**src/rtl/uart_pkg.sv**
```systemverilog
// Shared UART definitions: framer state encoding, frame width helper and line levels.
// Used by both the transmit framer and the receive deframer.
package uart_pkg;

  typedef enum logic [2:0] {
    IDLE   = 3'd0,
    START  = 3'd1,
    DATA   = 3'd2,
    PARITY = 3'd3,
    STOP   = 3'd4
  } tx_state_e;

  localparam logic LINE_IDLE  = 1'b1;
  localparam logic LINE_START = 1'b0;

  function automatic int frame_w(input int data_bits, input int parity_en, input int stop_bits);
    return 1 + data_bits + parity_en + stop_bits;
  endfunction

endpackage

```
**src/rtl/uart_baud_gen.sv**
```systemverilog
// Bit-period timer: bit_tick marks the last clock of each CLKS_PER_BIT-long bit.
// Latency: combinational tick from the registered count; clear restarts the period at 0.
// Backpressure: none; counts whenever enable is high.
module uart_baud_gen #(
  parameter int CLKS_PER_BIT = 16
) (
  input  logic clk,
  input  logic rst_n,
  input  logic enable,
  input  logic clear,
  output logic bit_tick
);

  localparam int CNT_W = $clog2(CLKS_PER_BIT);
  localparam logic [CNT_W-1:0] CNT_LAST = CNT_W'(CLKS_PER_BIT - 1);

  logic [CNT_W-1:0] cnt_q, cnt_d;

  always_comb begin
    cnt_d = cnt_q;
    if (clear) begin
      cnt_d = '0;
    end else if (enable) begin
      cnt_d = (cnt_q == CNT_LAST) ? '0 : cnt_q + CNT_W'(1);
    end
  end

  always_ff @(posedge clk or negedge rst_n) begin
    if (!rst_n) begin
      cnt_q <= '0;
    end else begin
      cnt_q <= cnt_d;
    end
  end

  assign bit_tick = enable && !clear && (cnt_q == CNT_LAST);

endmodule

```
**src/rtl/uart_frame_tx.sv**
```systemverilog
// UART transmit framer: start, LSB-first data, optional parity, stop bits (odd parity if UART_TX_ODD_PARITY_EN).
// Latency: start bit on the line the cycle after acceptance; done_flag one cycle after the last stop bit.
// Backpressure: send_flag is ignored (not queued) while busy is high.
module uart_frame_tx
  import uart_pkg::*;
#(
  parameter int DATA_BITS    = 8,
  parameter int PARITY_EN    = 1,
  parameter int STOP_BITS    = 1,
  parameter int CLKS_PER_BIT = 16
) (
  input  logic                 clk,
  input  logic                 rst_n,
  input  logic [DATA_BITS-1:0] raw_data,
  input  logic                 send_flag,
  output logic                 tx_serial,
  output logic                 busy,
  output logic                 done_flag
);

  localparam int BC_W = $clog2(DATA_BITS + 1);
  localparam logic [BC_W-1:0] BIT_LAST  = BC_W'(DATA_BITS - 1);
  localparam logic [BC_W-1:0] STOP_LAST = BC_W'(STOP_BITS - 1);

  tx_state_e            state_q, state_d;
  logic [DATA_BITS-1:0] shift_q, shift_d;
  logic [BC_W-1:0]      bit_cnt_q, bit_cnt_d;
  logic                 par_q, par_d;
  logic                 tx_q, tx_d;
  logic                 busy_q, busy_d;
  logic                 done_q, done_d;
  logic                 accept;
  logic                 bit_tick;
  logic                 par_calc;

`ifdef UART_TX_ODD_PARITY_EN
  assign par_calc = ~^raw_data;
`else
  assign par_calc = ^raw_data;
`endif

  uart_baud_gen #(
    .CLKS_PER_BIT(CLKS_PER_BIT)
  ) u_baud (
    .clk     (clk),
    .rst_n   (rst_n),
    .enable  (state_q != IDLE),
    .clear   (accept),
    .bit_tick(bit_tick)
  );

  // tx_d is the level for the next bit period; the shift register always holds the next data bit in [0].
  always_comb begin
    state_d   = state_q;
    shift_d   = shift_q;
    bit_cnt_d = bit_cnt_q;
    par_d     = par_q;
    tx_d      = tx_q;
    busy_d    = busy_q;
    done_d    = 1'b0;
    accept    = 1'b0;

    case (state_q)
      IDLE: begin
        tx_d   = LINE_IDLE;
        busy_d = 1'b0;
        if (send_flag) begin
          accept    = 1'b1;
          shift_d   = raw_data;
          par_d     = par_calc;
          bit_cnt_d = '0;
          tx_d      = LINE_START;
          busy_d    = 1'b1;
          state_d   = START;
        end
      end
      START: begin
        if (bit_tick) begin
          tx_d      = shift_q[0];
          shift_d   = shift_q >> 1;
          bit_cnt_d = '0;
          state_d   = DATA;
        end
      end
      DATA: begin
        if (bit_tick) begin
          if (bit_cnt_q == BIT_LAST) begin
            bit_cnt_d = '0;
            if (PARITY_EN != 0) begin
              tx_d    = par_q;
              state_d = PARITY;
            end else begin
              tx_d    = LINE_IDLE;
              state_d = STOP;
            end
          end else begin
            bit_cnt_d = bit_cnt_q + BC_W'(1);
            tx_d      = shift_q[0];
            shift_d   = shift_q >> 1;
          end
        end
      end
      PARITY: begin
        if (bit_tick) begin
          tx_d      = LINE_IDLE;
          bit_cnt_d = '0;
          state_d   = STOP;
        end
      end
      STOP: begin
        if (bit_tick) begin
          if (bit_cnt_q == STOP_LAST) begin
            bit_cnt_d = '0;
            tx_d      = LINE_IDLE;
            busy_d    = 1'b0;
            done_d    = 1'b1;
            state_d   = IDLE;
          end else begin
            bit_cnt_d = bit_cnt_q + BC_W'(1);
          end
        end
      end
      default: begin
        tx_d      = LINE_IDLE;
        busy_d    = 1'b0;
        bit_cnt_d = '0;
        state_d   = IDLE;
      end
    endcase
  end

  always_ff @(posedge clk or negedge rst_n) begin
    if (!rst_n) begin
      state_q   <= IDLE;
      shift_q   <= '0;
      bit_cnt_q <= '0;
      par_q     <= 1'b0;
      tx_q      <= LINE_IDLE;
      busy_q    <= 1'b0;
      done_q    <= 1'b0;
    end else begin
      state_q   <= state_d;
      shift_q   <= shift_d;
      bit_cnt_q <= bit_cnt_d;
      par_q     <= par_d;
      tx_q      <= tx_d;
      busy_q    <= busy_d;
      done_q    <= done_d;
    end
  end

  assign tx_serial = tx_q;
  assign busy      = busy_q;
  assign done_flag = done_q;

endmodule
```
**config.mk**
```make
export PLATFORM = sky130hd
export DESIGN_NAME = uart_frame_tx
export DESIGN_NICKNAME = d
export VERILOG_FILES = /design/src/rtl/uart_pkg.sv /design/src/rtl/uart_baud_gen.sv /design/src/rtl/uart_frame_tx.sv
export SDC_FILE = /design/constraint.sdc
export NUM_CORES = 1
export LEC_CHECK = 0
export CAP_MARGIN = 25
export CORE_ASPECT_RATIO = 0.5
export CORE_MARGIN = 1
export CORE_UTILIZATION = 45
export DETAILED_ROUTE_END_ITERATION = 6
export PLACE_DENSITY = 0.66
export SYNTH_ARGS = -nofsm -noshare
export SYNTH_HDL_FRONTEND = slang
export SYNTH_SLANG_ARGS = --single-unit
```
**constraint.sdc**
```tcl
create_clock -name clk -period 4 [get_ports clk]
set_input_delay 0.6 -clock clk [delete_from_list [all_inputs] [get_ports clk]]
set_output_delay 0.6 -clock clk [all_outputs]
set_load 0.1 [all_outputs]
```
==> results of run 1 <==
-- per-layer routing --
metal	vias up	wire length (um)	global-route usage	share of wire
met4	0	35	0.0621	0.014
met3	4	72	0.0472	0.029
met1	472	1320	0.226	0.53
met2	16	1070	0.251	0.43
met5	-	0	0	0
li1	504	-	-	-
-- how the worst max path moves through the flow --
stage / startpoint / to / cells after the start
final: tx_serial / tx_serial / 1
after global routing: tx_serial / tx_serial / 1
after CTS: tx_serial / tx_serial / 1
after detailed placement: send_flag / shift_q[3] / 5
after global placement: tx_serial / tx_serial / 1
after floorplan: u_baud.cnt_q[0] / shift_q[0] / 6
-- cell usage after synthesis, types with 2 or more instances --
library cell,number,area (um2)
nand3_1,7,35.0
a21oi_4,2,32.5
nor2_4,2,22.5
mux2_2,8,90.1
nand2b_4,2,27.5
nor2_2,2,12.5
xnor2_1,7,61.3
a21oi_1,4,20.0
nand2_1,11,41.3
o21ai_1,2,10.0
nor3_1,2,10.0
inv_1,4,15.0
a31oi_1,2,12.5
mux2_4,8,120
ha_1,3,37.5
nand4_1,2,12.5
o21a_1,2,15.0
o21ai_0,13,65.1
nand3b_1,2,15.0
nand3b_4,2,40.0
dfrtp_1,22,551
nor2_1,4,15.0
buf_6,2,22.5
-- power by group --
group | leakage [nW] | switching (mW) | internal (mW) | total (mW)
clock network | 0.0217 | 0.0777 | 0.0706 | 0.148
logic | 0.408 | 0.287 | 0.295 | 0.581
registers | 0.289 | 0.126 | 0.326 | 0.452
-- placed cells by master, fill, tap and decap left out, types with 3 or more instances in the layout --
cell              n
o21ai_0          13
a21oi_1           4
nand2_1          11
nor2_1            4
inv_1             4
clkdlybuf4s50_1  13
xnor2_1           7
ha_1              3
clkbuf_8          3
mux2_2            8
mux2_4            8
nand3_1           7
dfrtp_1          22
-- registers in the layout, indices dropped and copies added (netlist names) --
name          count
done_flag         1
par_q             1
state_q           3
bit_cnt_q         4
u_baud.cnt_q      4
tx_serial         1
busy              1
shift_q           8
-- through the flow --
stage / setup slack [ns] / instance area [um2] / hold WS (ns) / power, mW
6_report: 1.46 / 1690 / 0.532 / 1.18
5_1_grt: 1.43 / 1690 / 0.539 / 1.27
4_1_cts: 1.45 / 1670 / 0.527 / 1.19
3_5_place_dp: 1.76 / 1620 / 0.496 / 1.04
3_3_place_gp: 1.77 / 1620 / 0.493 / 1.02
2_1_floorplan: 2.29 / 1470 / 0.304 / 0.938
-- final cells by class --
type | instances | share of cell area
Multi-Input combinational cell | 101 | 0.499
Sequential cell | 23 | 0.341
Timing Repair Buffer | 14 | 0.0931
Tap cell | 40 | 0.0296
Clock buffer | 3 | 0.0244
Inverter | 4 | 0.00887
Clock inverter | 1 | 0.00443
-- kinds of logic after synthesis --
group / after synthesis / share of synthesized area
xor+xnor: 9 / 0.0587
buf+inv: 8 / 0.0340
simple gates: 43 / 0.202
mux: 17 / 0.150
flops: 23 / 0.392
fa+ha+maj: 3 / 0.0255
compound gates: 29 / 0.139
==> summary.md, run 1 <==
| Metric | Value |
|---|---|
| Clock skew | `0.00985 ns` |
| Detail Route Antenna Nets | `0` |
| Worst Path Max Fanout | `2` |
| Tcrit/Tclk final | `0.635` |
| Routed WL | `2500 um` |
| Detailed Routing Iterations Pass 1 | `4` |
| N_diodes | `0` |
| Reg clk slew, reported paths | `0.09 ns` |
| Ys Warns | `0` |
| Reg2reg end | `shift_q[3]` |
| Pin count of the biggest net entering global routing | `24` |
| Syn avg cell area | `11.1 um2` |
| Reg area | `between 500 and 600 um2` |
| Hold Path Depth | `1` |
| H-tree levels | `1` |
| Hold Crit Start | `shift_q[6]` |
| Synth unique cells | `40` |
| Root Buffer | `clkbuf_8` |
| Unrepaired setup endpoints after global routing | `no` |
| PwrDens | `698 nW/um2` |
| CTS Buffer Depth | `2` |
| CP Buf/Inv Count | `1` |
| Nets@finish | `around 160` |
| Mapped Nets | `~150` |
| Chip width | `82.9 um` |
| Max Clk Rate | `0.394 GHz` |
| Min Clock Period, post-route | `2.54 ns` |
| Post-route DRC | `0` |
| Critical path's top delay family | `buffers and inverters` |
| Final std cells w/o fill | `about 190` |
| CTS Buf Count | `3` |
| CTS tree | `yes` |
| Worst Tran Pin Value | `just under 1 ns` |
| Main synth FF type | `dfrtp_1` |
| Area of the multi-input gates | `between 800 and 900 um2` |
| Critical path cell sequence | `clkdlybuf4s50_1` |
| GRT Util Overall | `0.165` |
| Vias in the first global route | `~900` |
| Row count | `14` |
| Relative slew slack | `0.357` |
| Initial antenna violation count | `0` |
| First-pass GRT wire length | `4460 um` |
| Final Hold Vio Count | `0` |
| TNS Setup | `0 ns` |
| Startpoint types | `register` |
| # port buffers | `13` |
| Gpl congestion | `around 0.79` |
| Worst Reg-to-Reg Cells | `4` |
| Die Span Y | `42.4 um` |
| Crit path DAT | `1.94 ns` |
| Quantity of gates resized following cts | `0` |
| Slowest CP cell | `clkdlybuf4s50_1` |
| Post-synth EDFFs | `0` |
| Sink Count | `23` |
| Setup crit end kind | `output pin` |
| Pleak | `approximately 0.72 nW` |
| Sequential area share after synthesis | `0.392` |
| Io pins | `14` |
| Post-Syn Area | `approximately 1500 um2` |
| Proportion of layout cells with a drive suffix above 1 | `0.267` |
| Worst setup path class | `register to output pin` |
| Starting Density | `0.483` |
| Min-Delay Endpoint | `shift_q[6]` |
| Setup-failing EPs final | `0` |
| Via count | `996` |
| Slew Viols, Final | `0` |
| Grt ovf | `0` |
| Starting DRC count in detailed routing | `39` |
| Post-DP HPWL | `1840 um` |
| Area Overhead vs Synth | `15.1%` |
| Status | `completed` |
| Core ar. | `3050 um2` |
| Worst skew pair latency | `around 0.27 ns` |
| Hold WC Path Type | `register to register` |
| Die Area | `about 3500 um2` |
| Number of max-cap violations | `0` |
| Critical R2R Launch | `state_q[0]` |
| Required time of the worst setup path | `3.40 ns` |
| Synth Register Bits | `23` |
| Crit-path max cell delay | `1.12 ns` |
| Layout fillers | `approximately 280` |
| R2R Setup Slk | `2.08 ns` |
| Final core utilization | `0.555` |
| Vias per inst | `5.35` |
| # placed instances | `181` |
| Syn Inst Count | `132` |
| Hold Buf Count CTS | `0` |
| Setup bufs post-CTS | `0` |
| Ys async rst share | `1.00` |
| Wire per inst | `13.4 um` |
| Worst vdd ir | `284 uV` |
No activity file was read; power rests on OpenSTA's default activity.
==> run 2, diff against run 1 <==
Settings changed: PLACE_DENSITY 0.66 to 0.69.
Clock period 4 ns to 2.2 ns, I/O delays scaled along.
==> run 2 against run 1 <==
- sequential power is 74% higher
- via count increased by 1.5%
- flip-flop and latch count stayed put
- clock skew fell by 0.0023 ns
- cell area up 0.15%
- critical path depth up 5
- routed wire length increased by 7.4%
- hold slack lost 0.12 ns
- final cell count grew 2.2%
==> summary.md, run 2 (synthesis gave the netlist of run 1 again) <==
| Metric | Value |
|---|---|
| Gpl congestion | `0.774` |
| Hold WC Path Type | `input port to async pin` |
| Worst Reg-to-Reg Cells | `6` |
| Die Area | `3520 um2` |
| R2R Setup Slk | `0.35 ns` |
| Core ar. | `3050 um2` |
| # port buffers | `13` |
| Worst skew pair latency | `between 0.2 and 0.3 ns` |
| Pleak | `~0.73 nW` |
| Slowest CP cell | `dfrtp_1` |
| Area Overhead vs Synth | `15.2%` |
| CTS Buf Count | `3` |
| Number of max-cap violations | `0` |
| Via count | `1,011` |
| Crit path DAT | `2.02 ns` |
| Min Clock Period, post-route | `between 1.5 and 2 ns` |
| Critical R2R Launch | `u_baud.cnt_q[0]` |
| Starting DRC count in detailed routing | `slightly above 40` |
| CTS Buffer Depth | `2` |
| Required time of the worst setup path | `2.36 ns` |
| Setup-failing EPs final | `0` |
| Worst vdd ir | `around 460 uV` |
| Detail Route Antenna Nets | `0` |
| Tcrit/Tclk final | `0.843` |
| Io pins | `14` |
| Reg2reg end | `shift_q[5]` |
| Most frequent cells in the layout | `22 x dfrtp_1, 13 x o21ai_0, 11 x nand2_1` |
| Clock skew | `around 0.0076 ns` |
| TNS Setup | `0 ns` |
| Critical path cell sequence | `ha_1 > and3_4 > nand2_2 > nor2_2 > o21ai_4 > mux2_4` |
| Reg area | `577 um2` |
| Largest registers | `shift_q: 8 flops, bit_cnt_q: 4 flops, u_baud.cnt_q: 4 flops` |
| Startpoint types | `register` |
| Max Clk Rate | `0.539 GHz` |
| Reg clk slew, reported paths | `about 0.090 ns` |
| Worst Tran Pin Value | `0.518 ns` |
| Worst setup path class | `register to register` |
| Sink Count | `23` |
| Starting Density | `0.483` |
| PwrDens | `1280 nW/um2` |
| Vias per inst | `5.32` |
| Routed WL | `2680 um` |
| Initial antenna violation count | `0` |
| Nets@finish | `~170` |
| Pin count of the biggest net entering global routing | `24` |
| Crit-path max cell delay | `about 0.42 ns` |
| Worst Path Max Fanout | `8` |
| Commonest non-fill, non-tap cell in the layout | `dfrtp_1` |
| Post-DP HPWL | `2060 um` |
| GRT Util Overall | `0.174` |
| Vias in the first global route | `1,006` |
| Power Total | `around 2.2 mW` |
| Die Span Y | `42.4 um` |
| Row count | `14` |
| CTS tree | `yes` |
| Final Hold Vio Count | `0` |
| Chip width | `82.9 um` |
| Slew Viols, Final | `0` |
| Layout fillers | `282` |
| Area of the multi-input gates | `845 um2` |
| Detailed Routing Iterations Pass 1 | `4` |
| N_diodes | `0` |
| H-tree levels | `1` |
| Proportion of layout cells with a drive suffix above 1 | `0.307` |
| Post-route DRC | `0` |
| Quantity of gates resized following cts | `0` |
| Hold Buf Count CTS | `0` |
| Largest Register | `shift_q` |
| Setup bufs post-CTS | `0` |
| Unrepaired setup endpoints after global routing | `no` |
| Wire per inst | `14.1 um` |
| Grt ovf | `0` |
| First-pass GRT wire length | `between 4000 and 5000 um` |
| Root Buffer | `clkbuf_8` |
| Relative slew slack | `0.652` |
| Status | `completed` |
| Number of flip-flops in the largest register | `8` |
| Setup crit end kind | `register` |
==> run 2: cell types whose count changed in the layout (fill, tap and decap cells not counted), sizes merged <==
cell	previous run	this run
clkdlybuf4s50	13	10
buf	1	8
==> run 2: area by class of cell <==
class,instances,share of cell area
inverters,4,0.00886
clock inverters,1,0.00443
clock buffers,3,0.0244
repair buffers,18,0.0945
flip-flops and latches,23,0.340
multi-input cells,101,0.498
well taps,40,0.0295
==> run 2: worst max-delay path by stage <==
stage,start,to,slack (ns),cells past startpoint
floorplan,u_baud.cnt_q[0],shift_q[0],0.49,6
global placement,u_baud.cnt_q[0],shift_q[4],0.40,6
detailed placement,u_baud.cnt_q[0],shift_q[2],0.35,6
CTS,u_baud.cnt_q[0],shift_q[2],0.34,6
global route,u_baud.cnt_q[0],shift_q[6],0.28,6
finish,u_baud.cnt_q[0],shift_q[5],0.35,6
==> run 2: worst max-delay path: cells and delay by family (launching register included) <==
| kind | cells | cell delay [ns] |
|---|---|---|
| simple gates | 3 | 0.36 |
| flops | 1 | 0.42 |
| compound gates | 1 | 0.37 |
| mux | 1 | 0.34 |
| fa+ha+maj | 1 | 0.25 |
==> run 2: power breakdown <==
part / internal (mW) / switching (mW)
combinational: 0.548 / 0.565
clock: 0.128 / 0.143
sequential: 0.593 / 0.192
==> run 2: layer usage <==
metal	part of all wire	GRT usage	vias to the layer above
li1	-	-	511
met1	0.50	0.224	483
met2	0.47	0.295	15
met3	0.026	0.0551	2
met4	0.0037	0.0276	0
met5	0	0	-
==> run 2: metrics by stage <==
step	setup slack [ns]	cells	hold WS (ns)	cell area (um2)	util
detailed placement	0.347	186	0.493	1650	0.540
global placement	0.395	186	0.493	1650	0.540
CTS	0.343	190	0.412	1700	0.556
global route	0.282	190	0.427	1700	0.556
floorplan	0.489	132	0.0344	1470	-
finish	0.345	190	0.408	1700	0.556
